### src/rtl/cpu_param.sv
// Parametrised two-word-instruction accumulator CPU with host program-load port.
// Optional single-step input is enabled by defining CPU_STEP_EN.
module cpu_param #(
    parameter int DATA_W  = 4,
    parameter int IMEM_AW = 4,
    parameter int DMEM_AW = 2
) (
    input  logic               clk,
    input  logic               reset_n,
`ifdef CPU_STEP_EN
    input  logic               step,
`endif
    input  logic               start,
    input  logic               prog_we,
    input  logic               prog_sel,
    input  logic [IMEM_AW-1:0] prog_addr,
    input  logic [DATA_W-1:0]  prog_data,
    output logic [DATA_W-1:0]  acc,
    output logic [IMEM_AW-1:0] pc,
    output logic               busy,
    output logic               halted,
    output logic               zero,
    output logic               carry,
    output logic               illegal
);

    typedef enum logic [2:0] {
        ST_IDLE      = 3'd0,
        ST_FETCH_OP  = 3'd1,
        ST_FETCH_ARG = 3'd2,
        ST_EXEC      = 3'd3,
        ST_HALTED    = 3'd4
    } state_t;

    localparam logic [3:0] OP_NOP = 4'h0, OP_LDI = 4'h1, OP_LDM = 4'h2, OP_STM = 4'h3;
    localparam logic [3:0] OP_ADD = 4'h4, OP_SUB = 4'h5, OP_AND = 4'h6, OP_OR  = 4'h7;
    localparam logic [3:0] OP_XOR = 4'h8, OP_JMP = 4'h9, OP_JZ  = 4'hA, OP_JC  = 4'hB;
    localparam logic [3:0] OP_ILC = 4'hC, OP_ILD = 4'hD, OP_ILE = 4'hE, OP_HLT = 4'hF;
    localparam logic [IMEM_AW-1:0] PC_ONE = IMEM_AW'(1);

    logic [DATA_W-1:0]  imem_r [2**IMEM_AW];
    logic [DATA_W-1:0]  dmem_r [2**DMEM_AW];

    state_t             state_r;
    logic [DATA_W-1:0]  acc_r, ir_r, arg_r;
    logic [IMEM_AW-1:0] pc_r;
    logic               zero_r, carry_r, illegal_r, busy_r, halted_r;

    logic               idle_s, step_ok_s, imem_we_s, dmem_we_s;
    logic [3:0]         opcode_s;
    logic [DMEM_AW-1:0] dmem_addr_s, dmem_wa_s;
    logic [DATA_W-1:0]  dmem_rd_s, dmem_wd_s;
    logic [IMEM_AW-1:0] target_s;
    logic [DATA_W:0]    sum_s, diff_s;
    logic [DATA_W-1:0]  alu_acc_s;
    logic               alu_zero_s, alu_carry_s, zero_we_s, jump_s, halt_s, ill_s;

    assign acc     = acc_r;
    assign pc      = pc_r;
    assign busy    = busy_r;
    assign halted  = halted_r;
    assign zero    = zero_r;
    assign carry   = carry_r;
    assign illegal = illegal_r;

`ifdef CPU_STEP_EN
    assign step_ok_s = step;
`else
    assign step_ok_s = 1'b1;
`endif

    // Jump target is the low operand bits, zero-extended when the operand is narrower than the PC.
    if (DATA_W >= IMEM_AW) begin : g_tgt_slice
        assign target_s = arg_r[IMEM_AW-1:0];
    end else begin : g_tgt_ext
        assign target_s = {{(IMEM_AW-DATA_W){1'b0}}, arg_r};
    end

    assign idle_s      = (state_r == ST_IDLE) || (state_r == ST_HALTED);
    assign opcode_s    = ir_r[3:0];
    assign dmem_addr_s = arg_r[DMEM_AW-1:0];
    assign dmem_rd_s   = dmem_r[dmem_addr_s];
    assign sum_s       = {1'b0, acc_r} + {1'b0, dmem_rd_s};
    assign diff_s      = {1'b0, acc_r} - {1'b0, dmem_rd_s};
    assign imem_we_s   = idle_s && prog_we && !prog_sel;

    // Data-memory write port: host loads while idle, STM during execute.
    always_comb begin
        dmem_we_s = 1'b0;
        dmem_wa_s = prog_addr[DMEM_AW-1:0];
        dmem_wd_s = prog_data;
        if (idle_s && prog_we && prog_sel) begin
            dmem_we_s = 1'b1;
        end else if ((state_r == ST_EXEC) && (opcode_s == OP_STM)) begin
            dmem_we_s = 1'b1;
            dmem_wa_s = dmem_addr_s;
            dmem_wd_s = acc_r;
        end else begin
            dmem_we_s = 1'b0;
        end
    end

    // Instruction decode and ALU result for the execute cycle.
    always_comb begin
        alu_acc_s   = acc_r;
        alu_carry_s = carry_r;
        zero_we_s   = 1'b0;
        jump_s      = 1'b0;
        halt_s      = 1'b0;
        ill_s       = 1'b0;
        case (opcode_s)
            OP_NOP, OP_STM: ;
            OP_LDI: begin alu_acc_s = arg_r;     zero_we_s = 1'b1; end
            OP_LDM: begin alu_acc_s = dmem_rd_s; zero_we_s = 1'b1; end
            OP_ADD: begin {alu_carry_s, alu_acc_s} = sum_s; zero_we_s = 1'b1; end
            OP_SUB: begin {alu_carry_s, alu_acc_s} = diff_s; zero_we_s = 1'b1; end
            OP_AND: begin alu_acc_s = acc_r & dmem_rd_s; zero_we_s = 1'b1; end
            OP_OR:  begin alu_acc_s = acc_r | dmem_rd_s; zero_we_s = 1'b1; end
            OP_XOR: begin alu_acc_s = acc_r ^ dmem_rd_s; zero_we_s = 1'b1; end
            OP_JMP: jump_s = 1'b1;
            OP_JZ:  jump_s = zero_r;
            OP_JC:  jump_s = carry_r;
            OP_ILC, OP_ILD, OP_ILE: ill_s = 1'b1;
            OP_HLT: halt_s = 1'b1;
            default: ;
        endcase
        if (zero_we_s) begin
            alu_zero_s = (alu_acc_s == {DATA_W{1'b0}});
        end else begin
            alu_zero_s = zero_r;
        end
    end

    // Memory arrays keep their contents across reset.
    always_ff @(posedge clk) begin
        if (imem_we_s) begin
            imem_r[prog_addr] <= prog_data;
        end
        if (dmem_we_s) begin
            dmem_r[dmem_wa_s] <= dmem_wd_s;
        end
    end

    // Control FSM with architectural state and registered status outputs.
    always_ff @(posedge clk or negedge reset_n) begin
        if (!reset_n) begin
            state_r   <= ST_IDLE;
            acc_r     <= '0;
            pc_r      <= '0;
            ir_r      <= '0;
            arg_r     <= '0;
            zero_r    <= 1'b0;
            carry_r   <= 1'b0;
            illegal_r <= 1'b0;
            busy_r    <= 1'b0;
            halted_r  <= 1'b0;
        end else begin
            case (state_r)
                ST_IDLE, ST_HALTED: begin
                    if (start) begin
                        pc_r      <= '0;
                        zero_r    <= 1'b0;
                        carry_r   <= 1'b0;
                        illegal_r <= 1'b0;
                        busy_r    <= 1'b1;
                        halted_r  <= 1'b0;
                        state_r   <= ST_FETCH_OP;
                    end
                end
                ST_FETCH_OP: begin
                    if (step_ok_s) begin
                        ir_r    <= imem_r[pc_r];
                        pc_r    <= pc_r + PC_ONE;
                        state_r <= ST_FETCH_ARG;
                    end
                end
                ST_FETCH_ARG: begin
                    arg_r   <= imem_r[pc_r];
                    pc_r    <= pc_r + PC_ONE;
                    state_r <= ST_EXEC;
                end
                ST_EXEC: begin
                    acc_r   <= alu_acc_s;
                    zero_r  <= alu_zero_s;
                    carry_r <= alu_carry_s;
                    if (ill_s) begin
                        illegal_r <= 1'b1;
                    end
                    if (jump_s) begin
                        pc_r <= target_s;
                    end
                    if (halt_s) begin
                        busy_r   <= 1'b0;
                        halted_r <= 1'b1;
                        state_r  <= ST_HALTED;
                    end else begin
                        state_r  <= ST_FETCH_OP;
                    end
                end
                default: begin
                    busy_r   <= 1'b0;
                    halted_r <= 1'b0;
                    state_r  <= ST_IDLE;
                end
            endcase
        end
    end

endmodule

### config.mk
export PLATFORM = sky130hd
export DESIGN_NAME = cpu_param
export DESIGN_NICKNAME = d
export VERILOG_FILES = /design/src/rtl/cpu_param.sv
export SDC_FILE = /design/constraint.sdc
export NUM_CORES = 1
export LEC_CHECK = 0
export ABC_AREA = 1
export CAP_MARGIN = 40
export CORE_MARGIN = 2
export CORE_UTILIZATION = 55
export DETAILED_ROUTE_END_ITERATION = 10
export PLACE_DENSITY_LB_ADDON = 0.25
export SYNTH_ARGS = -nofsm -noshare
export SYNTH_HDL_FRONTEND = slang
export SYNTH_SLANG_ARGS = --single-unit
### constraint.sdc
create_clock -name clk -period 3.4 [get_ports clk]
set_clock_uncertainty 0.2 [all_clocks]
set_input_delay 0.68 -clock clk [delete_from_list [all_inputs] [get_ports clk]]
set_output_delay 0.68 -clock clk [all_outputs]
set_load 0.02 [all_outputs]
* Word level (Yosys, flattened, before mapping)
Memories as Yosys holds them, arrays and structs flattened. Cells that the tools add are included.
Word-level totals: memories 2, flip-flop bits (word level) 24, logic and storage cells 96, bits in writable memories 80
Memory list:
- imem_r | depth 16, bits a word 4, read ports 1, clocked after memory_dff 0, wr ports 1, RTL line 41 | logic [DATA_W-1:0] imem_r [2**IMEM_AW];
- dmem_r | depth 4, bits a word 4, read ports 1, clocked after memory_dff 0, wr ports 1, RTL line 42 | logic [DATA_W-1:0] dmem_r [2**DMEM_AW];
Operators by class: add/sub/neg operators 3, reductions and logical operators 19, bitwise logic cells 4, mux-type cells 33, eq/ne operators 25
Operators by type and width (number):
- 4-bit equality test, second input constant | 8
- 4-bit one-hot mux with 7 select lines | 1
- 4-bit by 3-bit equality test with 1-bit output, second input constant | 4
- 4-bit 2-to-1 mux | 4
- 1-bit 2-to-1 mux | 15
- 3-bit AND reduction | 5
- 3-bit one-hot mux with 4 select lines | 1
- 4-bit one-hot mux with 3 select lines | 1
- 2-bit != test, second input constant | 5
- 1-bit one-hot mux with 3 select lines | 3
- 4-bit by 2-bit equality test with 1-bit output, second input constant | 2
- 1-bit one-hot mux with 2 select lines | 4
- 7-bit OR reduction | 1
- 3-bit by 2-bit equality test with 1-bit output, second input constant | 2
- 3-bit 2-to-1 mux | 2
- 4-bit by 4-bit adder with 5-bit output | 1
- 4-bit by 4-bit subtractor with 5-bit output | 1
- 4-bit by 1-bit adder with 4-bit output, second input constant | 1
- 4-bit AND | 1
- 4-bit by 1-bit equality test with 1-bit output, second input constant | 1
- 1-bit logical AND | 4
- 4-bit zero test | 1
- 2-bit 2-to-1 mux | 2
- 4-bit bitwise OR | 1
- other kinds (12) | 13

* Depth between registers and ports, before layout
Gate-level depths: netlist of the first run.
depth after elaboration 7, gate-level depth with buffers 16, depth with buffers taken out 16

* Least setup slack after synthesis of the first run
Ideal clock, no wire load.
path kind reg2reg, start point register arg_r[0] (read register of imem_r), end point register zero_r, in the netlist zero, setup slack 0.939 ns, arrival time 2.196 ns, cell stages (with the launch flop) 14, setup time 0.066 ns, buffers on the path 1, path through dfrtp_1 -> buf_2 -> nand2_1 -> nand3_1 -> nand2_1 -> inv_1 -> ha_1 -> fa_1 -> or2_2 -> a31oi_1 -> nand3_1 -> nor2_1 -> nand3_1 -> nand2_1
On the way: longest elaborated chain between the ends 6, elaborated cells between the ends (all ways) 10
Ends and longest elaborated chain:
- from (decl) | RTL line 45 | logic [DATA_W-1:0] acc_r, ir_r, arg_r;
- memory read 4 x 4 bit
- 4-bit by 4-bit subtractor with 5-bit output (tied with other cells) | RTL line 84 | assign diff_s = {1'b0, acc_r} - {1'b0, dmem_rd_s};
- 4-bit one-hot mux with 7 select lines * | RTL line 111 | case (opcode_s)
- 4-bit zero test * | RTL line 128 | alu_zero_s = (alu_acc_s == {DATA_W{1'b0}});
- 1-bit 2-to-1 mux * | RTL line 127 | if (zero_we_s) begin
- 1-bit one-hot mux with 2 select lines * | RTL line 158 | case (state_r)
- to (signal assigned) | RTL line 184 | zero_r <= alu_zero_s;
- to (decl) | RTL line 47 | logic zero_r, carry_r, illegal_r, busy_r, halted_r;
Mark *: on every way between the ends. The rest lies on a longest branch, timed or not. The select of a mux whose other input is x is not followed. A chain may end at the register's enable or synchronous reset.

* Final worst setup path of the first run
Ends and elaborated chain as after synthesis.

==> results.md, run 1 <==
- Utilization after layout: 0.620
- Status: finished clean
- Synthesis-to-finish area growth: 11.2%
- IO Port Bufs: 25
- PwrDens: 813 nW/µm²
- Slew headroom: 0.521
- Die width: 100 µm
- Setup bufs post-CTS: 0
- GPL Wtd Cong: 0.934
- Gate Count Post-Synth: 526
- Wire per inst: ~17 µm
- Count of unique library cells instantiated by Yosys: 36
- Fin crit period: 2860 ps
- Detailed Routing Iterations Pass 1: 5
- Vias in the first global route: between 3000 and 4000
- Syn_area_per_cell: 9.65 µm²
- First-pass GRT wire length: 18400 µm
- Layout fillers: 766
- Clock transition at path regs: 100 ps
- Final Hold Vio Count: 0
- Post-route total power: around 4.6 mW
- Yosys reg bits: 104
- R2R depth: 13
- Root Driver: clkbuf_8
- Worst hold path endpoint: illegal
- Antenna-violating nets left: 0
- Number of synthesized flops with an enable pin: 80
- R2r setup slk: 540 ps
- Nets: ~580
- Most common cell in the netlist: nand2_1
- Critical hold path startpoint: illegal
- Synth Flop Type: edfxtp_1
- H-tree lvl count: 3
- Fraction of layout cells with a size suffix above 1: 0.0824
- Number of I/O pins: 26
- Pins Over Slew Limit: 0
- Period utilization: 0.842
- Worst Max-Slew Pin Slew: 712 ps
- Initial core utilization: 0.557
- Largest net degree at the start of global routing: 38
- R2r startpoint: arg_r[0]
- Die Height: 100 µm
- Sequential area share after synthesis: 0.591
- Row count: 35
- Setup WS pre-CTS: 577 ps
- Peak supply drop: about 0.45 mV
- Ant diodes: 0
- Post-DP HPWL: 8020 µm
- P_leak: 2.23 nW
- Share of flip-flops with an asynchronous set or reset: 0.231
- CP startpoint kind: register
- Commonest cells in the netlist: nand2_1 (109), edfxtp_1 (80), nor2_1 (71)
- GRT Resource Usage Total: 0.239
- TritonCTS clock tree: yes
- RSZ-0062 raised after global routing: no
- Number of DRC markers in iteration 0: around 380
- Cts repair resizes: 0
- Setup Total Neg Slack: 0 ps
- Crit path DAT: 2970 ps
- Top-area cell type share of the netlist area: 0.473
- Sink Count: approximately 100
- Clock latency at the later pin of the worst-skew pair: 370 ps
- # setup viols final: 0
- Cell taking the most area after synthesis: edfxtp_1
- CP required: 3510 ps
- Max_cap viols: 0
- GR Overflow Total: 0
- Synth Warn #: 0
- Die ar.: 10000 µm²
- Total CTS buffers: 9
- CP Class: register to register
- DRC: 0
- Worst r2r dst: zero
- Tightest hold margin: around 320 ps
- Worst Setup End Kind: register
- Initial antenna violation count: 0
- Mapped Nets: 555
- Core area: 9110 µm²
- Synthesized cell area: between 5000 and 6000 µm²
- CP max FO: 11
- Synth area leaders: edfxtp_1 (47%), dfrtp_1 (12%), nand2_1 (8.1%)
- Post-CTS Hold Fix Bufs: 0
- Routed wire length: 11200 µm
- Via count: 3817
- Final worst slack: 538 ps
- HP Class: register to register
- Vias per cell: 5.71
- Clk buf depth: 2
- Fmax: about 350 MHz
- Worst hold stages: 2
worst max path at each step:
| stage | endpoint | start | cells past startpoint |
|---|---|---|---|
| after floorplan | zero | arg_r[0] | 13 |
| after global placement | zero | arg_r[0] | 13 |
| after detailed placement | zero | arg_r[0] | 13 |
| after CTS | zero | arg_r[0] | 13 |
| after global routing | zero | arg_r[0] | 13 |
| final | zero | arg_r[0] | 13 |
final cells by class:
type / count / area, µm² / share of cell area
Inverter: 49 / 184 / 0.0326
Tap cell: 111 / 139 / 0.0246
Multi-Input combinational cell: 358 / 1810 / 0.320
Clock buffer: 9 / 124 / 0.0219
Timing Repair Buffer: 31 / 295 / 0.0523
Clock inverter: 7 / 93.8 / 0.0166
Sequential cell: 104 / 3000 / 0.532
cell families (layout without fill, tap and decap cells):
logic type                 count (synthesis)  count (layout)  synth area share
buffers and inverters                     64              96            0.0522
xor gates and xnor gates                   2               2           0.00345
AOI/OAI and AO/OA                         92              92             0.101
and+or+nand+nor                          248             248             0.210
DFF                                      104             104             0.591
adders and majority gates                 16              16            0.0424
flip-flops by register name, summed over array words and instances, names as in the netlist:
| name | count |
|---|---|
| pc | 4 |
| halted | 1 |
| illegal | 1 |
| imem_r | 64 |
| carry | 1 |
| arg_r | 4 |
| busy | 1 |
| state_r | 3 |
| zero | 1 |
| dmem_r | 16 |
| ir_r | 4 |
| acc | 4 |
power by group:
part / internal, mW / switching, mW
logic: 0.715 / 1.38
clock network: 0.361 / 0.450
registers: 1.52 / 0.166
routing by layer:
| layer | track usage | wire, µm |
|---|---|---|
| met5 | 0 | 0 |
| met4 | 0.0674 | 108 |
| met3 | 0.0425 | 729 |
| met2 | 0.362 | 5050 |
| met1 | 0.360 | 5260 |
placed cells by master (no fill, tap or decap), drive strengths merged, types with 2 or more instances in the layout:
| master | instances |
|---|---|
| nand2 | 114 |
| edfxtp | 80 |
| nor2 | 74 |
| o21ai | 60 |
| inv | 52 |
| nand3 | 42 |
| clkdlybuf4s50 | 25 |
| dfrtp | 24 |
| o22ai | 17 |
| ha | 14 |
| nor3 | 12 |
| clkbuf | 9 |
| a21oi | 6 |
| buf | 6 |
| a22oi | 4 |
| a31oi | 3 |
| nand4 | 3 |
| xor2 | 2 |
| fa | 2 |
| or2 | 2 |
| clkinv | 2 |
critical path, cell delays in order (launching register included):
cell     delay [ps]
dfrtp_1         560
inv_2           170
nand2_1          90
nand3_1          80
nand2_1         110
inv_1            70
ha_1            230
fa_1            410
or2_2           310
a31oi_1         170
nand3_1          90
nor2_1          130
nand3_1          90
nand2_1          70
metrics by stage:
stage | instance area [µm²] | cells
after CTS | 5650 | 669
after global placement | 5430 | 653
after global routing | 5650 | 669
after floorplan | 5080 | 526
after detailed placement | 5430 | 653
final | 5650 | 669
Note: power is estimated with default switching activity, not from simulation.
==> run 2: changes to the inputs <==
==> constraint.sdc (replaced) <==
create_clock -name clk -period 2.75 [get_ports clk]
set_clock_uncertainty 0.2 [all_clocks]
set_input_delay 0.55 -clock clk [delete_from_list [all_inputs] [get_ports clk]]
set_output_delay 0.55 -clock clk [all_outputs]
set_load 0.02 [all_outputs]
==> run 2 against run 1 <==
  * Sequential cell count stayed put
  * Total power is 26% higher
  * Register-to-register slack worse by 340 ps
  * Critical endpoint unchanged
  * Highest routed layer unchanged
==> results.md, run 2 (same netlist as run 1, synthesis figures left out) <==
- Sink Count: 104 (unchanged)
- Fraction of layout cells with a size suffix above 1: 0.117 (+0.0347)
- PwrDens: 1000 nW/µm² (+23%)
- Period utilization: 0.930 (+0.0878)
- Cell Int Power: 3.27 mW (+26%)
- Max Used Layer: met4
- Design area: 5780 µm² (+2.3%)
- R2R depth: 14 (+1)
- Antenna-violating nets left: 0 (unchanged)
- Nets: 596 (+2.4%)
- Max_cap viols: 0 (unchanged)
- Status: finished clean
- Final worst slack: 194 ps (-344 ps)
- Register area: 3000 µm² (about the same)
- Core area: 9110 µm² (unchanged)
- Number of I/O pins: 26 (unchanged)
- Initial antenna violation count: 0 (unchanged)
- Multi-input logic area: 1830 µm² (+0.97%)
- CP startpoint kind: register
- Crit-path max cell delay: 470 ps (-90 ps)
- Largest net degree at the start of global routing: 36 (-5.3%)
- CP Class: register to register
- Post-DP HPWL: 8140 µm (+1.5%)
- Fmax: 391 MHz (+12%)
- Worst Max-Slew Pin Slew: 507 ps (-205 ps)
- GPL Wtd Cong: 0.983 (+5.3%)
- Layout fillers: 735 (-4.0%)
- CP max FO: 8 (-3)
- Clock transition at path regs: 110 ps (about the same)
- First-pass GRT wire length: 18900 µm (+3.0%)
- Root Driver: clkbuf_8
- DR WL met3: 908 µm (+25%)
- Die ar.: 10000 µm² (unchanged)
- Row count: 35 (unchanged)
- Most common cell after layout, fill and taps aside: nand2_1
- HP Class: register to register
- GRT Resource Usage Total: 0.245 (+0.00624)
- IO Port Bufs: 25 (unchanged)
- Total CTS buffers: 9 (unchanged)
- Vias per cell: 5.76 (+0.90%)
- Biggest regs: imem_r: 64 flops, dmem_r: 16 flops
- Slew headroom: 0.659 (+0.138)
- Clock power share: 0.177 (about the same)
- Post-CTS Hold Fix Bufs: 0 (unchanged)
- Die Height: 100 µm (unchanged)
- Cell chain of the critical path: inv_2 -> nand2_1 -> nand3_1 -> nand2_1 -> inv_1 -> ha_1 -> inv_1 -> fa_1 -> or2_1 -> a31oi_1 -> nand3_1 -> nor2_2 -> nand3_1 -> nand2_1
- Peak supply drop: 0.437 mV (-3.1%)
- Levels on crit path: 14 (+1)
- Setup Total Neg Slack: 0 ps (unchanged)
- Final Hold Vio Count: 0 (unchanged)
- Die width: 100 µm (unchanged)
- CP required: 2860 ps (-650 ps)
- DP Area: 5540 µm² (+1.9%)
- Wire per inst: 16.5 µm (-1.0%)
- Detailed Routing Iterations Pass 1: 5 (unchanged)
- Synthesis-to-finish area growth: 13.8%
- Routed wire length: 11300 µm (+1.0%)
- Utilization after layout: 0.634 (+0.0140)
- Sequential Power Share: 0.358 (-0.009)
- Psw: 2.53 mW (+26%)
- Worst hold stages: 2 (unchanged)
- M1 wire length: 5100 µm (-3.1%)
- Clock latency at the later pin of the worst-skew pair: 370 ps (about the same)
- Buf/Inv on CP: 3 (+1)
- H-tree lvl count: 3 (unchanged)
- Setup bufs post-CTS: 0 (unchanged)
- # setup viols final: 0 (unchanged)
- Crit path DAT: 2670 ps (-300 ps)
- P_leak: 2.30 nW (+3.3%)
- DR WL met2: 5100 µm (+1.0%)
- GR Overflow Total: 0 (unchanged)
- Number of DRC markers in iteration 0: 298 (-22%)
- Tightest hold margin: 319 ps (-2.90 ps)
- Setup WS pre-CTS: 135 ps (-442 ps)
- Clk buf depth: 2 (unchanged)
- Worst Setup End Kind: register
- TritonCTS clock tree: yes
- Ant diodes: 0 (unchanged)
- Pins Over Slew Limit: 0 (unchanged)
- Initial core utilization: 0.557 (unchanged)
- Biggest register: imem_r
- Cts repair resizes: 0 (unchanged)
- Most frequent cells in the layout: nand2_1 (109), edfxtp_1 (80), nor2_1 (70), nand3_1 (41), o21ai_0 (41)
- Slowest stage cell on the critical path: dfrtp_2
- Combinational share of power: 0.464 (+0.007)
- Critical path's top delay family: simple AND/OR/NAND/NOR gates
- Vias in the first global route: 3898 (+7.4%)
- Switching part of the total power: 0.436 (+0.000809)
- Max reg flops: 64 (unchanged)
- Fin crit period: 2560 ps (-306 ps)
- DRC: 0 (unchanged)
- Via count: 3932 (+3.0%)
run 2: layout make-up:
cell class / count / area share
Timing Repair Buffer: 45 / 0.0693
Clock inverter: 7 / 0.0169
Clock buffer: 9 / 0.0214
Sequential cell: 104 / 0.520
Inverter: 49 / 0.0318
Tap cell: 111 / 0.0240
Multi-Input combinational cell: 358 / 0.316
run 2: stage by stage:
| stage | power [mW] | std cells |
|---|---|---|
| floorplan | 3.92 | 526 |
| global placement | 4.65 | 667 |
| detailed placement | 4.71 | 667 |
| CTS | 5.73 | 683 |
| finish | 5.80 | 683 |
| global route | 6.24 | 683 |
run 2: worst paths after layout:
kind / start / end / slack (ps)
setup / recovery: arg_r[0] / zero / 190
max in group asynchronous: reset_n / arg_r[0] / 1770
setup reg to reg: arg_r[0] / zero / 190
min in group asynchronous: reset_n / pc[2] / 330
hold / removal: illegal / illegal / 320
hold reg to reg: illegal / illegal / 320
run 2: per-layer routing:
metal	vias to the layer above	GRT usage
li1	1892	-
met1	1839	0.356
met2	184	0.374
met3	17	0.0481
met4	0	0.0875
met5	-	0
run 2: power by group through the flow:
stage / sequential [mW] / clock [mW] / combinational [mW]
CTS: 2.08 / 1.04 / 2.62
floorplan: 2.15 / 0 / 1.78
detailed placement: 2.11 / 0 / 2.60
global placement: 2.10 / 0 / 2.55
finish: 2.08 / 1.03 / 2.69
global route: 2.11 / 1.11 / 3.03
run 2: worst reg2reg max path, delay by kind of cell (launching register included):
family	cells	cell delay, ps
buffers and inverters	3	240
adder cells (fa/ha/maj)	2	550
AO/OA/AOI/OAI	1	180
flip-flops	1	470
AND/OR/NAND/NOR	8	860
==> run 3: changes to the inputs <==
--- a/config.mk
+++ b/config.mk
@@ -10,7 +10,9 @@
 export CORE_MARGIN = 2
 export CORE_UTILIZATION = 55
 export DETAILED_ROUTE_END_ITERATION = 10
+export GPL_TIMING_DRIVEN = 0
 export PLACE_DENSITY_LB_ADDON = 0.25
+export SKIP_LAST_GASP = 1
 export SYNTH_ARGS = -nofsm -noshare
 export SYNTH_HDL_FRONTEND = slang
 export SYNTH_SLANG_ARGS = --single-unit
==> run 3 against run 2 <==
  * Die area did not move
  * First-iteration DRC count rose by 10%
  * Combinational power rose by 3%
  * Routed wire length rose by 2.5%
  * Worst hold slack got worse by 92 ps
  * Sequential power barely moved
  * Largest cell class unchanged
  * Critical path type unchanged
==> results.md, run 3 (same netlist as run 1, synthesis figures left out) <==
- GR Overflow Total: 0 (unchanged)
- Layout fillers: 717 (-2.4%)
- Biggest register: imem_r
- Period utilization: 0.956 (+0.0264)
- Sequential Power Share: 0.353 (-0.005)
- Worst Max-Slew Pin Slew: 758 ps (+251 ps)
- TritonCTS clock tree: yes
- Final worst slack: 121 ps (-72.7 ps)
- Vias per cell: 5.73 (-0.49%)
- Pins Over Slew Limit: 0 (unchanged)
- Die ar.: 10000 µm² (unchanged)
- Clock power share: 0.175 (-0.002)
- P_leak: 2.30 nW (about the same)
- Peak supply drop: 0.375 mV (-14%)
- Post-CTS Hold Fix Bufs: 0 (unchanged)
- Number of DRC markers in iteration 0: 329 (+10%)
- Detailed Routing Iterations Pass 1: 5 (unchanged)
- Root Driver: clkbuf_8
- Largest net degree at the start of global routing: 21 (-42%)
- Initial core utilization: 0.557 (unchanged)
- Most frequent cells in the layout: nand2_1 (107), edfxtp_1 (80), nor2_1 (70), o21ai_0 (41), nand3_1 (40)
- CP Class: register to register
- CP startpoint kind: register
- Register area: 3000 µm² (unchanged)
- Routed wire length: 11600 µm (+2.5%)
- Post-DP HPWL: 8370 µm (+2.8%)
- # setup viols final: 0 (unchanged)
- Vias in the first global route: 3757 (-3.6%)
- Via count: 3924 (-0.20%)
- Die Height: 100 µm (unchanged)
- Total CTS buffers: 9 (unchanged)
- Die width: 100 µm (unchanged)
- Most common cell after layout, fill and taps aside: nand2_1
- First-pass GRT wire length: 19100 µm (+0.98%)
- Max_cap viols: 0 (unchanged)
- IO Port Bufs: 25 (unchanged)
- Fraction of layout cells with a size suffix above 1: 0.122 (+0.00482)
- Multi-input logic area: 1830 µm² (+0.34%)
- PwrDens: 1010 nW/µm² (+0.96%)
- Status: finished clean
- Ant diodes: 0 (unchanged)
- Antenna-violating nets left: 0 (unchanged)
- Psw: 2.56 mW (+1.3%)
- Max reg flops: 64 (unchanged)
- Clock latency at the later pin of the worst-skew pair: 380 ps (about the same)
- Setup WS pre-CTS: -89.2 ps (-224 ps)
- Synthesis-to-finish area growth: 14.3%
- DRC: 0 (unchanged)
- Cell Int Power: 3.32 mW (+1.5%)
- Wire per inst: 16.9 µm (+2.2%)
- Clk buf depth: 2 (unchanged)
- GPL Wtd Cong: 0.906 (-7.8%)
- HP Class: primary input to async pin
- Slew headroom: 0.493 (-0.166)
- Sink Count: 104 (unchanged)
- Biggest regs: imem_r: 64 flops, dmem_r: 16 flops
- Post-route total power: 5.88 mW (+1.4%)
- Nets: 598 (+0.34%)
- Number of I/O pins: 26 (unchanged)
- Final Hold Vio Count: 0 (unchanged)
- CP required: 2870 ps (about the same)
- GRT Resource Usage Total: 0.250 (+0.00498)
- H-tree lvl count: 3 (unchanged)
- Initial antenna violation count: 0 (unchanged)
- Combinational share of power: 0.472 (+0.008)
- Fin crit period: 2630 ps (+72.7 ps)
- Fmax: 380 MHz (-2.8%)
- CP max FO: 6 (-2)
- Clock transition at path regs: 100 ps (about the same)
- Crit path DAT: 2750 ps (+80 ps)
- Switching part of the total power: 0.435 (about the same)
- Row count: 35 (unchanged)
- Core area: 9110 µm² (unchanged)
- Worst Setup End Kind: register
==> run 3: power by group through the flow <==
stage	combinational, mW	sequential (mW)	clock [mW]
after floorplan	1.78	2.15	0
after global placement	2.55	2.10	0
after CTS	2.62	2.07	1.04
after detailed placement	2.61	2.11	0
final	2.78	2.08	1.03
after global routing	3.13	2.11	1.10
==> run 3: worst max-delay path: stages (launching register included) <==
cell and delay [ps]:
dfrtp_2 480, inv_2 140, nand3_2 120, nand2_2 100
inv_1 60, ha_2 210, fa_2 390, or2_2 310
a31oi_1 160, nand3_1 110, nor2_2 150, nand3_1 90
nand2_1 60
==> run 3: repair_timing <==
item                                   in CTS  in global routing
setup buffers                               0                  6
setup endpoints to repair                   2                  3
gates resized for setup                     2                 17
endpoints found under the hold margin       0                  0
pin swaps                                   0                  3
==> run 3: area by class of cell <==
cell class                      instances  area share
Clock buffer                            9      0.0214
Multi-Input combinational cell        358       0.316
Inverter                               49      0.0326
Sequential cell                       104       0.518
Timing Repair Buffer                   32      0.0556
Clock inverter                          7      0.0173
Buffer                                 15      0.0155
Tap cell                              111      0.0239
==> run 3: final timing paths <==
kind,startpoint,end,slack [ps],cells after the start
min in group clk,illegal,illegal,320,2
setup / recovery,arg_r[1],zero,120,12
hold reg to reg,illegal,illegal,320,2
setup reg to reg,arg_r[1],zero,120,12
max in group asynchronous,reset_n,arg_r[1],1730,2
hold / removal,reset_n,pc[0],230,1
==> run 3: layer usage <==
layer,track usage,wire [µm],vias up
met5,0,0,-
met4,0.0738,176,0
met2,0.382,5270,173
met3,0.0585,901,18
li1,-,-,1890
met1,0.363,5210,1843
==> run 3: metrics by stage <==
step / instance area [µm²] / utilization / instances / setup TNS [ps] / hold slack, ps
finish: 5800 / 0.637 / 685 / 0 / 226
global route: 5800 / 0.637 / 685 / -28.4 / 220
CTS: 5720 / 0.628 / 679 / 0 / 219
detailed placement: 5490 / 0.603 / 663 / -140 / 295
global placement: 5470 / 0.600 / 662 / -127 / 284
floorplan: 5080 / - / 526 / 0 / 54.4
